==> config.mk <==
export PLATFORM = sky130hd
export DESIGN_NAME = trim_dac_ctrl
export DESIGN_NICKNAME = d
export VERILOG_FILES = /design/src/rtl/font5_trim_pkg.sv /design/src/rtl/trim_shift.sv /design/src/rtl/trim_dac_ctrl.sv
export SDC_FILE = /design/constraint.sdc
export NUM_CORES = 1
export LEC_CHECK = 0
export CAP_MARGIN = 10
export CORE_MARGIN = 2
export CORE_UTILIZATION = 47
export DETAILED_ROUTE_END_ITERATION = 10
export PLACE_DENSITY = 0.78
export SLEW_MARGIN = 5
export SYNTH_ARGS = -nofsm -noshare
export SYNTH_HDL_FRONTEND = slang
export SYNTH_SLANG_ARGS = --single-unit
==> constraint.sdc <==
create_clock -name clk40 -period 1.8 [get_ports clk40]
set_input_delay 0.45 -clock clk40 [delete_from_list [all_inputs] [get_ports clk40]]
set_output_delay 0.45 -clock clk40 [all_outputs]
set_load 0.02 [all_outputs]
==> src/rtl/font5_trim_pkg.sv <==
// font5_trim_pkg: shared widths and FSM state encoding for the trim DAC controller
package font5_trim_pkg;
  localparam int TRIM_WORD_W = 16;
  localparam int TRIM_ADDR_W = 4;
  localparam int TRIM_VAL_W  = 12;
  typedef enum logic [2:0] {IDLE, SETUP, SHIFT_HI, SHIFT_LO, LOAD, GAP} trim_state_t;
endpackage

==> src/rtl/trim_shift.sv <==
// trim_shift: 16-bit MSB-first shift register, bit counter and SCK half-period timer
module trim_shift
  import font5_trim_pkg::*;
#(
  parameter int SCK_HALF = 2
) (
  input  logic                   clk40,
  input  logic                   rst_n,
  input  logic                   load,
  input  logic                   run,
  input  logic                   fall,
  input  logic                   step,
  input  logic [TRIM_WORD_W-1:0] word,
  output logic                   sdi,
  output logic                   last,
  output logic                   half_end
);
  logic [TRIM_WORD_W-1:0] sr;
  logic [3:0] cnt;
  logic [3:0] tmr;
  assign sdi      = sr[TRIM_WORD_W-1];
  assign last     = cnt == 4'd0;
  assign half_end = tmr == 4'(SCK_HALF - 1);
  // timer restarts on every phase boundary; data advances on the falling sck edge, bit count after each low phase
  always_ff @(posedge clk40 or negedge rst_n)
    if (!rst_n) begin
      sr  <= '0;
      cnt <= '0;
      tmr <= '0;
    end else begin
      tmr <= (load || !run || half_end) ? 4'd0 : tmr + 4'd1;
      sr  <= load ? word : fall ? {sr[TRIM_WORD_W-2:0], 1'b0} : sr;
      cnt <= load ? 4'd15 : (step && !last) ? cnt - 4'd1 : cnt;
    end
endmodule

==> src/rtl/trim_dac_ctrl.sv <==
// trim_dac_ctrl: round-robin host/auto arbiter driving a serial trim DAC; TRIM_SHADOW_EN adds a 16x12 readback shadow
module trim_dac_ctrl
  import font5_trim_pkg::*;
#(
  parameter int SCK_HALF = 2,
  parameter int GAP_CYC  = 2
) (
  input  logic                   clk40,
  input  logic                   rst_n,
  input  logic                   host_req,
  input  logic [TRIM_ADDR_W-1:0] host_addr,
  input  logic [TRIM_VAL_W-1:0]  host_val,
  output logic                   host_ack,
  input  logic                   auto_req,
  input  logic [TRIM_ADDR_W-1:0] auto_addr,
  input  logic [TRIM_VAL_W-1:0]  auto_val,
  output logic                   auto_ack,
  output logic                   busy,
  output logic                   done,
  output logic                   trim_cs_ld,
  output logic                   trim_sck,
  output logic                   trim_sdi,
  input  logic [TRIM_ADDR_W-1:0] rd_addr,
  output logic [TRIM_VAL_W-1:0]  rd_data
);
  trim_state_t state;
  logic last_auto;
  logic grant_host;
  logic load;
  logic half_end;
  logic last;
  logic [3:0] gap_cnt;
  assign grant_host = host_req && (!auto_req || last_auto);
  assign load       = (state == IDLE) && (host_req || auto_req);
  trim_shift #(.SCK_HALF(SCK_HALF)) u_shift (
    .clk40    (clk40),
    .rst_n    (rst_n),
    .load     (load),
    .run      (state inside {SETUP, SHIFT_HI, SHIFT_LO}),
    .fall     (state == SHIFT_HI && half_end),
    .step     (state == SHIFT_LO && half_end),
    .word     (grant_host ? {host_addr, host_val} : {auto_addr, auto_val}),
    .sdi      (trim_sdi),
    .last     (last),
    .half_end (half_end)
  );
  // transfer sequencer with registered serial-port, handshake and status outputs
  always_ff @(posedge clk40 or negedge rst_n)
    if (!rst_n) begin
      state      <= IDLE;
      trim_cs_ld <= 1'b1;
      trim_sck   <= 1'b0;
      busy       <= 1'b0;
      done       <= 1'b0;
      host_ack   <= 1'b0;
      auto_ack   <= 1'b0;
      last_auto  <= 1'b1;
      gap_cnt    <= '0;
    end else begin
      host_ack <= 1'b0;
      auto_ack <= 1'b0;
      done     <= 1'b0;
      case (state)
        IDLE: if (load) begin
          state      <= SETUP;
          trim_cs_ld <= 1'b0;
          busy       <= 1'b1;
          host_ack   <= grant_host;
          auto_ack   <= !grant_host;
          last_auto  <= !grant_host;
        end
        SETUP: if (half_end) begin
          state    <= SHIFT_HI;
          trim_sck <= 1'b1;
        end
        SHIFT_HI: if (half_end) begin
          state    <= SHIFT_LO;
          trim_sck <= 1'b0;
        end
        SHIFT_LO: if (half_end) begin
          state      <= last ? LOAD : SHIFT_HI;
          trim_sck   <= !last;
          trim_cs_ld <= last;
          done       <= last;
        end
        LOAD: begin
          state   <= GAP;
          gap_cnt <= '0;
        end
        GAP: if (gap_cnt == 4'(GAP_CYC - 1)) begin
          state <= IDLE;
          busy  <= 1'b0;
        end else gap_cnt <= gap_cnt + 4'd1;
        default: state <= IDLE;
      endcase
    end
`ifdef TRIM_SHADOW_EN
  logic [TRIM_ADDR_W-1:0] wr_addr;
  logic [TRIM_VAL_W-1:0]  wr_val;
  logic [TRIM_VAL_W-1:0]  shadow [16];
  // remember the granted channel/value until the word is committed in LOAD
  always_ff @(posedge clk40 or negedge rst_n)
    if (!rst_n) begin
      wr_addr <= '0;
      wr_val  <= '0;
    end else if (load) begin
      wr_addr <= grant_host ? host_addr : auto_addr;
      wr_val  <= grant_host ? host_val : auto_val;
    end
  // shadow mirrors only words that completed; an aborted word never reaches LOAD
  always_ff @(posedge clk40 or negedge rst_n)
    if (!rst_n) for (int i = 0; i < 16; i++) shadow[i] <= '0;
    else if (state == LOAD) shadow[wr_addr] <= wr_val;
  assign rd_data = shadow[rd_addr];
`else
  logic unused_rd;
  assign unused_rd = ^rd_addr;
  assign rd_data   = '0;
`endif
endmodule

# Word-level counts from Yosys, hierarchy flattened
# Index checks and enable logic that the tools add are counted.
# Widths: inputs -> output; s select.
[word_totals]
regBits = 38
elab_cells = 86
mem_count = 0
romBits = 0
latchBits = 0
mem_bits_rw = 0
output_inout_bits = 19
[classes]
mux = 31
shifts = 0
div_mod_pow = 0
magnitude_cmp = 0
bitwise_logic = 0
n_mul = 0
n_reduce_logical = 27
n_addsub = 3
n_eq_ne = 13
[op_table]
columns = ["cell", "count"]
rows = [
  ["$mux 16", 3],
  ["$mux 3", 6],
  ["$pmux 3 s6", 1],
  ["$mux 4", 4],
  ["$mux 1", 13],
  ["$ne 2x2->1 const B", 5],
  ["$reduce_bool 2->1", 5],
  ["$add 4x1->4 const B", 2],
  ["$eq 4x1->1 const B", 2],
  ["$pmux 4 s2", 1],
  ["$eq 3x2->1 const B", 2],
  ["$eq 3x3->1 const B", 2],
  ["$reduce_and 3->1", 2],
  ["$logic_and 1x1->1", 5],
  ["$reduce_and 5->1", 1],
  ["$logic_not 1->1", 4],
  ["$logic_not 4->1", 1],
  ["$logic_or 1x1->1", 4],
  ["$pmux 1 s2", 2],
  ["$reduce_and 2->1", 2],
  ["$reduce_and 4->1", 1],
  ["$sub 4x1->4 const B", 1],
  ["$eq 3x1->1 const B", 1],
  ["$logic_not 3->1", 1],
  ["3 further kinds", 3],
]

# Longest topological paths before layout
[depth]
ltp_word = 6
mapped_depth = 7
depth_no_buf = 6

# By module
# Synthesis repeated with hierarchy kept, for this count alone.
[hier_totals]
hier_cells = 205
hier_area_um2 = 2132.0
[by_module_without_submodules]
columns = ["mod", "area_each_um2", "instances", "cells_each"]
rows = [
  ["trim_shift", 1128.6, 1, 107],
  ["trim_dac_ctrl", 1003.5, 1, 98],
]

# Least setup slack after synthesis
# OpenSTA, ideal clock, no wires.
[synth_path]
path_type = "register to register"
from = "reg u_shift.tmr[1]"
to = "reg u_shift.sr[4]"
setup_slack_ps = 204
stages_incl_launch_ff = 8
required_time_ps = 1674
setup_time_ps = 126
synth_period_minus_slack_ps = 1596
n_path_buf = 1
t_arrival_ps = 1470
path_cell_list = "dfrtp_1 > inv_1 > ha_1 > nor3b_4 > nand3b_4 > buf_6 > o21ai_1 > a2bb2oi_2"
[synth_between]
elab_chain_len = 3
[synth_rtl]
columns = ["item", "line", "source"]
rows = [
  ["start: declaration", "trim_shift.sv:20", "logic [3:0] tmr;"],
  ["start signal: assignment", "trim_shift.sv:31", "tmr <= (load || !run || half_end) ? 4'd0 : tmr + 4'd1;"],
  ["$eq 4x1->1", "trim_shift.sv:23", "assign half_end = tmr == 4'(SCK_HALF - 1);"],
  ["$logic_and 1x1->1", "trim_dac_ctrl.sv:40", ".fall (state == SHIFT_HI && half_end),"],
  ["$reduce_bool 2->1 (no line)", "--", ""],
  ["end signal: assignment", "trim_shift.sv:32", "sr <= load ? word : fall ? {sr[TRIM_WORD_W-2:0], 1'b0} : sr;"],
  ["end: declaration", "trim_shift.sv:18", "logic [TRIM_WORD_W-1:0] sr;"],
]
# Every way passes these cells.
# A chain may end at the register's enable or synchronous reset.

# Final worst setup path
[layout_path]
from = "reg u_shift.sr[15]"
to = "out trim_sdi"
[layout_rtl]
columns = ["item", "line", "source"]
rows = [
  ["end: declaration", "trim_dac_ctrl.sv:22", "output logic trim_sdi,"],
]
# No word-level cell between the ends.

==> impl_metrics.py <==
metrics = {
    "synthesis": {
        "synthAdderAreaFrac_pct": 3.66,
        "yosysMostFrequentCell": "dfrtp_1",
        "synthCells": 190,
        "synth-compound-area-share_pct": 22.9,
        "seq_area_frac_synth_pct": 46.5,
        "syn-cell-area_mm2": 0.00205,
        "synth.top_cell.area_share_pct": 43.9,
        "synth_top_area_cell": "dfrtp_1",
        "synth.ff_latch_count": 38,
        "synth_cell_types": 40,
        "synth-xor-area-share_pct": 2.14,
        "synth-simple-area-share_pct": 14.5,
        "yosysWarnings": 0,
        "muxShareOfSynthArea_pct": 0.976,
        "syn_avg_cell_area_um2": 10.8,
        "yosys_most_used_dff": "dfrtp_1",
        "synth_common_cells": "dfrtp_1 (36), a22oi_1 (16), buf_4 (14), o21ai_1 (14), nand2_1 (13)",
        "synth_top_family_by_area": "compound AO/OA/AOI/OAI gates",
        "synth-async-reset-ratio_pct": 100,
        "synth-edff-count": 0,
        "synth_area_leaders": "dfrtp_1 (44%), a2bb2oi_2 (6.6%), a22oi_1 (5.9%)",
    },
    "worst_setup_path": {
        "crit_chain": "clkdlybuf4s50_1",
        "slowest_stage": "clkdlybuf4s50_1",
        "critPathRequiredTime_ns": 1.35,
        "rr_startpoint": "u_shift.tmr[1]",
        "worst_setup_path_end_kind": "output pin",
        "reg2reg_to": "u_shift.sr[15]",
        "path_depth": 1,
        "reg2reg_depth": 7,
        "regToRegSetupSlack_ns": 0.12,
        "crit_type": "reg -> out",
        "critPathTopFamily": "buffers and inverters",
        "arrival_ns": 1.28,
        "cp_max_fo": 2,
        "path_buf_inv": 1,
        "cp-start-kind": "flop",
        "critPathMaxStageDelay_ns": 0.61,
    },
    "clocking": {
        "clk_latency_ns": 0.29,
        "cts_sinks": 38,
        "ctsLongestPathBuffers": 2,
        "root_buffer": "clkbuf_8",
        "htreeDepth": 2,
        "clkTransAtPathRegs_ns": 0.07,
        "postCtsHoldBufs": 0,
        "cts_made_buffers": 5,
        "cts_tree": "built",
    },
    "job": {
        "max_cap_violations": 0,
    },
    "global_route": {
        "grt_pass1_vias": 1608,
        "grt_max_degree": 23,
        "antenna_found_initial": 0,
        "grt_pass1_wl_um": 7000,
        "overflow": 0,
        "grt_usage_pct": 17.6,
    },
    "run_status": {
        "outcome": "complete, no violations",
    },
    "final_layout": {
        "fillers": 368,
        "multi_input_area_um2": 958,
        "nets": 286,
        "postLayoutCoreUtil_pct": 61.8,
        "drive_above_1_share_pct": 17.8,
        "n_antenna_cell": 0,
        "register_area_um2": 953,
        "area_growth_pct": 28.6,
    },
    "drt": {
        "top_layer_used": "met4",
        "met3WireLength_um": 193,
        "drt_first_pass_iters": 4,
        "antenna_left": 0,
        "drt-total-wl_um": 3860,
        "num_vias": 1556,
        "wl_met1_um": 1710,
        "drtIter0Drc": 70,
        "met2_length_um": 1910,
        "routedWlPerCell_um": 13.2,
        "via_per_inst": 5.31,
        "remaining_drc_errors": 0,
    },
    "timing": {
        "finalSetupViolCount": 0,
        "fin_crit_ns": 1.73,
        "finalCritPeriodShare_pct": 96.1,
        "setup_ws_ns": 0.0700,
        "hold_viol": 0,
        "finClkSkew_ns": 0.00251,
        "drv_slew": 0,
        "rsz0062_at_grt": "false",
        "fmax_ghz": 0.578,
    },
    "die": {
        "dieArea_mm2": 0.00491,
        "num_io_pins": 59,
        "die_h_um": 70.1,
        "start_util_pct": 48.1,
        "core_area_mm2": 0.00426,
        "die_w_um": 70.1,
        "rows": 24,
    },
    "placed_design": {
        "dp_hpwl_um": 2910,
        "dpl_worst_slack_ns": -0.0602,
        "io_buffer_count": 42,
        "place.gp.congestion": 0.766,
    },
    "pwr": {
        "ir_drop_mv": 0.366,
        "p_leak_nw": 1.21,
        "power_density_mw_per_mm2": 602,
    },
    "hold_path": {
        "hp-class": "in -> async",
    },
}
cells in the final DEF (no fill, tap or decap), drive strengths merged, types with 3 or more instances in the layout:
cell type      instances
o211ai                 3
a21oi                  3
nand3                  9
ha                     6
nor2                   9
clkbuf                 6
clkdlybuf4s50         40
or3                    3
conb                  12
buf                   13
a2bb2oi               15
a22oi                 16
xor2                   3
dfrtp                 36
inv                    6
o21ai                 21
nand2                 14
layout make-up:
cell class | count | share of cell area, %
clock buffers | 6 | 3.13
repair buffers | 54 | 20.6
multi-input cells | 135 | 36.4
flip-flops and latches | 38 | 36.2
well taps | 52 | 2.47
inverters | 6 | 0.854
clock inverters | 2 | 0.475
registers in the layout, indices dropped and copies added, names as in the netlist:
name         count
u_shift.sr      16
gap_cnt          4
u_shift.cnt      4
u_shift.tmr      4
state            3
auto_ack         1
busy             1
done             1
host_ack         1
last_auto        1
trim_cs_ld       1
trim_sck         1
per-layer routing:
metal	GRT usage, %	vias up
met4	5.56	0
li1	-	759
met1	22.3	747
met2	29.4	45
met3	4.62	5
met5	0	-
power by group:
part	switching [W]	total, W	leakage [nW]	internal (W)
Clock	0.000304	0.000611	0.0472	0.000308
Sequential	0	0.000853	0.501	0.000853
Combinational	0.0000512	0.000123	0.660	0.0000718
per-stage QoR:
step           cells  hold slack (ns)  setup TNS [ns]  power, W  instance area (µm²)
6_report         293           0.0874               0   0.00159                 2640
5_1_grt          293            0.100               0   0.00166                 2640
4_1_cts          293           0.0869               0   0.00161                 2630
3_5_place_dp     285            0.407          -0.639  0.000995                 2540
3_3_place_gp     285            0.403          -0.413  0.000993                 2540
2_1_floorplan    201            0.154               0  0.000913                 2090
cells by family (layout without fill, tap and decap cells):
| family | after synthesis | after routing |
|---|---|---|
| simple gates | 50 | 50 |
| other cells | 1 | 12 |
| mux | 2 | 2 |
| flops | 38 | 38 |
| xor+xnor | 5 | 5 |
| buf+inv | 28 | 68 |
| compound gates | 60 | 60 |
| fa+ha+maj | 6 | 6 |
worst reg2reg max path, stage by stage (launching register included):
cell and delay, ns:
dfrtp_1 0.40, inv_1 0.06, ha_1 0.13, nor3b_4 0.38, nand3b_4 0.16, buf_4 0.19
o21ai_1 0.17, a2bb2oi_2 0.08
worst max-delay path by stage:
stage / startpoint / end / slack, ns
after detailed placement: host_req / u_shift.sr[2] / -0.06
after global routing: u_shift.tmr[1] / u_shift.sr[10] / 0.007
after CTS: u_shift.sr[15] / trim_sdi / 0.05
after floorplan: u_shift.tmr[1] / u_shift.sr[4] / 0.20
final: u_shift.sr[15] / trim_sdi / 0.07
after global placement: host_req / u_shift.sr[1] / -0.03
what timing repair did:
action,4_1_cts,5_1_grt
setup buffers,0,0
setup endpoints to repair,1,2
resized for setup,1,2
No activity file was read; power rests on OpenSTA's default activity.
